<file path="src/rtl/riscv_ctrl_pkg.sv">
// Shared encodings for the multi-cycle RV32I control unit.
package riscv_ctrl_pkg;

    localparam int unsigned OPCODE_W   = 7;
    localparam int unsigned FUNCT3_W   = 3;
    localparam int unsigned STATE_W    = 2;
    localparam int unsigned WB_SEL_W   = 2;
    localparam int unsigned BYTE_LANES = 4;

    localparam logic [OPCODE_W-1:0] OP_R      = 7'b0110011;
    localparam logic [OPCODE_W-1:0] OP_IMM    = 7'b0010011;
    localparam logic [OPCODE_W-1:0] OP_LOAD   = 7'b0000011;
    localparam logic [OPCODE_W-1:0] OP_STORE  = 7'b0100011;
    localparam logic [OPCODE_W-1:0] OP_BRANCH = 7'b1100011;
    localparam logic [OPCODE_W-1:0] OP_JAL    = 7'b1101111;
    localparam logic [OPCODE_W-1:0] OP_JALR   = 7'b1100111;
    localparam logic [OPCODE_W-1:0] OP_LUI    = 7'b0110111;
    localparam logic [OPCODE_W-1:0] OP_AUIPC  = 7'b0010111;
    localparam logic [OPCODE_W-1:0] OP_FENCE  = 7'b0001111;
    localparam logic [OPCODE_W-1:0] OP_SYSTEM = 7'b1110011;

    localparam logic [STATE_W-1:0] S_FETCH  = 2'd0;
    localparam logic [STATE_W-1:0] S_DECODE = 2'd1;
    localparam logic [STATE_W-1:0] S_EXEC   = 2'd2;
    localparam logic [STATE_W-1:0] S_WB     = 2'd3;

    localparam logic [WB_SEL_W-1:0] WB_ALU = 2'b00;
    localparam logic [WB_SEL_W-1:0] WB_MEM = 2'b01;
    localparam logic [WB_SEL_W-1:0] WB_PC4 = 2'b10;
    localparam logic [WB_SEL_W-1:0] WB_IMM = 2'b11;

endpackage

</file>
<file path="src/rtl/riscv_main_decoder.sv">
// Opcode/funct3 decode: level selects plus ungated memory and register-file requests.
module riscv_main_decoder
    import riscv_ctrl_pkg::*;
(
    input  logic [OPCODE_W-1:0]   opcode,
    input  logic [FUNCT3_W-1:0]   funct3,
    output logic                  branch,
    output logic                  jump,
    output logic                  pc_src,
    output logic                  alu_src,
    output logic [WB_SEL_W-1:0]   mem_to_reg,
    output logic                  mem_read_req,
    output logic                  reg_write_req,
    output logic [BYTE_LANES-1:0] mem_write_req
);

    always_comb begin
        branch        = 1'b0;
        jump          = 1'b0;
        pc_src        = 1'b0;
        alu_src       = 1'b0;
        mem_to_reg    = WB_ALU;
        mem_read_req  = 1'b0;
        reg_write_req = 1'b0;
        mem_write_req = '0;
        case (opcode)
            OP_R: begin
                reg_write_req = 1'b1;
            end
            OP_IMM, OP_AUIPC: begin
                alu_src       = 1'b1;
                reg_write_req = 1'b1;
            end
            OP_LOAD: begin
                alu_src       = 1'b1;
                mem_to_reg    = WB_MEM;
                mem_read_req  = 1'b1;
                reg_write_req = 1'b1;
            end
            OP_STORE: begin
                alu_src = 1'b1;
                // Byte-lane mask for SB/SH/SW; other widths write nothing
                case (funct3)
                    3'b000:  mem_write_req = 4'b0001;
                    3'b001:  mem_write_req = 4'b0011;
                    3'b010:  mem_write_req = 4'b1111;
                    default: mem_write_req = 4'b0000;
                endcase
            end
            OP_BRANCH: begin
                branch = 1'b1;
            end
            OP_JAL: begin
                jump          = 1'b1;
                mem_to_reg    = WB_PC4;
                reg_write_req = 1'b1;
            end
            OP_JALR: begin
                jump          = 1'b1;
                pc_src        = 1'b1;
                alu_src       = 1'b1;
                mem_to_reg    = WB_PC4;
                reg_write_req = 1'b1;
            end
            OP_LUI: begin
                alu_src       = 1'b1;
                mem_to_reg    = WB_IMM;
                reg_write_req = 1'b1;
            end
            OP_FENCE, OP_SYSTEM: begin
            end
            default: begin
            end
        endcase
    end

endmodule

</file>
<file path="src/rtl/riscv_control_unit.sv">
// Four-phase instruction sequencer gating decoder requests to the right phase.
module riscv_control_unit
    import riscv_ctrl_pkg::*;
(
    input  logic                  clk,
    input  logic                  rst,
    input  logic [OPCODE_W-1:0]   opcode,
    input  logic [FUNCT3_W-1:0]   funct3,
    output logic                  Branch,
    output logic                  Jump,
    output logic                  MemRead,
    output logic [WB_SEL_W-1:0]   MemtoReg,
    output logic [BYTE_LANES-1:0] MemWrite,
    output logic                  PCsrc,
    output logic                  ALUSrc,
    output logic                  RegWrite,
    output logic                  pc_en
);

    logic [STATE_W-1:0]    state;
    logic [STATE_W-1:0]    next_state;
    logic                  dec_branch;
    logic                  dec_jump;
    logic                  dec_pc_src;
    logic                  dec_alu_src;
    logic [WB_SEL_W-1:0]   dec_mem_to_reg;
    logic                  dec_mem_read;
    logic                  dec_reg_write;
    logic [BYTE_LANES-1:0] dec_mem_write;

    riscv_main_decoder u_decoder (
        .opcode        (opcode),
        .funct3        (funct3),
        .branch        (dec_branch),
        .jump          (dec_jump),
        .pc_src        (dec_pc_src),
        .alu_src       (dec_alu_src),
        .mem_to_reg    (dec_mem_to_reg),
        .mem_read_req  (dec_mem_read),
        .reg_write_req (dec_reg_write),
        .mem_write_req (dec_mem_write)
    );

    always_ff @(posedge clk or posedge rst) begin
        if (rst) begin
            state <= S_FETCH;
        end else begin
            state <= next_state;
        end
    end

    // Outputs are held at zero while rst is asserted so no strobe can glitch
    always_comb begin
        next_state = STATE_W'(state + 1'b1);
        Branch     = 1'b0;
        Jump       = 1'b0;
        MemRead    = 1'b0;
        MemtoReg   = WB_ALU;
        MemWrite   = '0;
        PCsrc      = 1'b0;
        ALUSrc     = 1'b0;
        RegWrite   = 1'b0;
        pc_en      = 1'b0;
        if (!rst) begin
            Branch   = dec_branch;
            Jump     = dec_jump;
            MemtoReg = dec_mem_to_reg;
            PCsrc    = dec_pc_src;
            ALUSrc   = dec_alu_src;
            case (state)
                S_FETCH, S_DECODE: begin
                end
                S_EXEC: begin
                    MemRead  = dec_mem_read;
                    MemWrite = dec_mem_write;
                end
                S_WB: begin
                    RegWrite = dec_reg_write;
                    pc_en    = 1'b1;
                end
                default: begin
                end
            endcase
        end
    end

endmodule

</file>
<file path="config.mk">
export PLATFORM = sky130hd
export DESIGN_NAME = riscv_control_unit
export DESIGN_NICKNAME = d
export VERILOG_FILES = /design/src/rtl/riscv_ctrl_pkg.sv /design/src/rtl/riscv_main_decoder.sv /design/src/rtl/riscv_control_unit.sv
export SDC_FILE = /design/constraint.sdc
export NUM_CORES = 1
export LEC_CHECK = 0
export ABC_CLOCK_PERIOD_IN_PS = 2200
export BUFFER_PORTS_ARGS = -buffer_cell sky130_fd_sc_hd__buf_2
export CORE_AREA = 4 4 41 43
export DETAILED_ROUTE_END_ITERATION = 8
export DIE_AREA = 0 0 45 47
export HOLD_SLACK_MARGIN = 0.03
export PLACE_DENSITY = 0.63
export SLEW_MARGIN = 10
export SYNTH_ARGS = -nofsm -noshare
export SYNTH_HDL_FRONTEND = slang
export SYNTH_SLANG_ARGS = --single-unit
</file>
<file path="constraint.sdc">
create_clock -name clk -period 2.2 [get_ports clk]
set_input_delay 0.33 -clock clk [delete_from_list [all_inputs] [get_ports clk]]
set_output_delay 0.33 -clock clk [all_outputs]
set_load 0.02 [all_outputs]
</file>
==> results_dict.tcl <==
set metrics [dict create \
    reg_top3 "state (2)" \
    clk_pin_slew_ns 0.03 \
    finalSetupViolCount 0 \
    holdPathEnd "state[0]" \
    tightestPinTransition_ns 0.289 \
    total_power_mw 0.154 \
    grt_use_total_pct 8.45 \
    wirelength_um 832 \
    avgSynthCellArea_um2 7.39 \
    drv_slew 0 \
    cts_buffers 3 \
    die_h_um 47 \
    yosys.cell_types.count 22 \
    antenna_found_initial 0 \
    clock_path_buffers 2 \
    power_density_nw_per_um2 338 \
    ios 25 \
    critPathArrivalTime_ns 1.68 \
    path_class "primary input to primary output" \
    ctsHtreeMaxLevel 1 \
    clock.fmax_mhz 497 \
    nFillCells 147 \
    crit_fanout 4 \
    synthesis.area_um2 303 \
    final_common_cell "buf_2" \
    avgViaCountPerCell 4.66 \
    cap_violations 0 \
    syn_to_final_growth_pct 50.4 \
    final.setup.tns_ns 0 \
    worst_ir_drop_vdd_mv 0.222 \
    overflow 0 \
    yosysSeqAreaShare_pct 16.5 \
    slowest_stage "dlygate4sd3_1" \
    required_ns 1.87 \
    dieArea_um2 2120 \
    coreArea_um2 1300 \
    r2r_start "state[0]" \
    status "finished clean" \
    grt_pass1_vias 332 \
    clock_sinks 2 \
    io_buffers 24 \
    drive_gt1_share_pct 44.8 \
    synth-seq-cells 2 \
    p_leak_nw 0.251 \
    final_cell_mix "buf_2 (24), nand3_1 (6), nor2_1 (6), inv_1 (4)" \
    tritoncts "built" \
    grt_max_degree 10 \
    rows 13 \
    holdCritStartpoint "state[0]" \
    postRouteAntennaNets 0 \
    relSlewSlack_pct 80.7 \
    die_x_um 45 \
    fin_skew_ns 0.00134 \
    largest_reg_flops 2 \
    routedWlPerCell_um 10.1 \
    ff2ff_setup_slack_ns 1.40 \
    dp_hpwl_um 696 \
    crit_path_end_kind "primary output" \
    cp-start-kind "primary input" \
    synthCells 41 \
    hold_viol 0 \
    gp_routability_congestion 0.609 \
    vias 382 \
    min_path_cells 1 \
    post_cts_buffers 0 \
    rsz0062_at_grt "false" \
    hp-class "flip-flop to flip-flop" \
    min_period_ns 2.01 \
    clk_latency_ns 0.22 \
    largest-register "state" \
    ys_warn_count 0 \
    start_util_pct 23.3 \
    grt_pass1_wl_um 1320 \
    r2r_cells 3 \
    nets 83 \
    cpPeakStageDelay_ns 0.55 \
    drt_iter0_drc 3 \
    drcViolationCount 0 \
    firstDrtPassIters 3 \
    r2r-end "state[1]" \
    path_common_cell "buf_2" \
    finalCritPeriodShare_pct 91.5 \
    antennaDiodeCount 0 \
    clock-root-buffer "clkbuf_4" \
    syn_nets 55 \
    path_cells "buf_2 > dlygate4sd3_1 > inv_1 > nand3_1 > nor4_1 > buf_2" \
]
==> cell usage after synthesis, drive strengths merged <==
library cell	number	area [um2]
nand4	2	12.5
nand2	1	3.75
nor3	1	5.00
o21ai	1	5.00
ha	2	25.0
a21oi	3	15.0
dfrtp	2	50.1
or3	1	7.51
xnor2	1	8.76
a211o	1	8.76
nor2b	1	6.26
nor4	1	6.26
inv	4	15.0
nor4b	1	15.0
buf	2	18.8
nor3b	1	7.51
and3b	2	17.5
nor2	6	22.5
a211oi	1	12.5
nand3	6	30.0
mux2i	1	10.0
==> metrics by stage <==
step | setup slack [ns] | cell area (um2) | util (%) | hold slack, ns | instances
CTS | 0.171 | 455 | 35.0 | 0.442 | 82
floorplan | 0.163 | 303 | - | 0.0793 | 41
global placement | 0.494 | 423 | 32.5 | 0.213 | 78
detailed placement | 0.499 | 423 | 32.5 | 0.211 | 78
finish | 0.186 | 455 | 35.0 | 0.437 | 82
global route | 0.0620 | 455 | 35.0 | 0.475 | 82
==> worst max path at each step <==
stage	from	to	slack, ns	depth (start not counted)
final	rst	Branch	0.19	6
after floorplan	opcode[2]	MemWrite[3]	0.16	5
after global placement	opcode[6]	MemWrite[2]	0.49	5
after CTS	rst	Branch	0.17	6
after global routing	rst	Branch	0.06	6
after detailed placement	opcode[6]	MemWrite[3]	0.50	5
==> routing by layer <==
metal | part of all wire, % | vias to the layer above | track usage [%]
met5 | 0 | - | 0
met4 | 0 | 0 | 5.26
met3 | 6.3 | 0 | 1.15
met2 | 47 | 12 | 13.0
met1 | 47 | 165 | 11.1
li1 | - | 205 | -
==> repair_timing <==
| action | CTS | global route |
|---|---|---|
| hold buffers | 1 | 0 |
| resized for setup | 0 | 0 |
| endpoints found under the hold margin | 2 | 0 |
==> cells by family after synthesis <==
logic type	after synthesis	synth area share, %
AO/OA/AOI/OAI	6	13.6
XOR/XNOR	1	2.89
adder cells (fa/ha/maj)	2	8.26
buffers and inverters	6	11.2
flip-flops	2	16.5
multiplexers	1	3.31
AND/OR/NAND/NOR	23	44.2
==> power by group <==
part           internal [mW]  switching, mW  total (mW)
registers             0.0371              0      0.0371
clock network         0.0600         0.0186      0.0786
logic                 0.0167         0.0215      0.0381
==> worst max-delay path: cells and delay by family <==
family / cells / cell delay [ns]
AND/OR/NAND/NOR: 2 / 0.39
buffers and inverters: 4 / 0.96
==> final cells by class <==
type,count,area [um2],area share (%)
clock buffers,3,22.5,4.95
multi-input cells,33,219,48.1
repair buffers,25,130,28.6
well taps,15,18.8,4.12
flip-flops and latches,2,50.0,11.0
inverters,4,15.0,3.30
No activity file was read; power rests on OpenSTA's default activity.
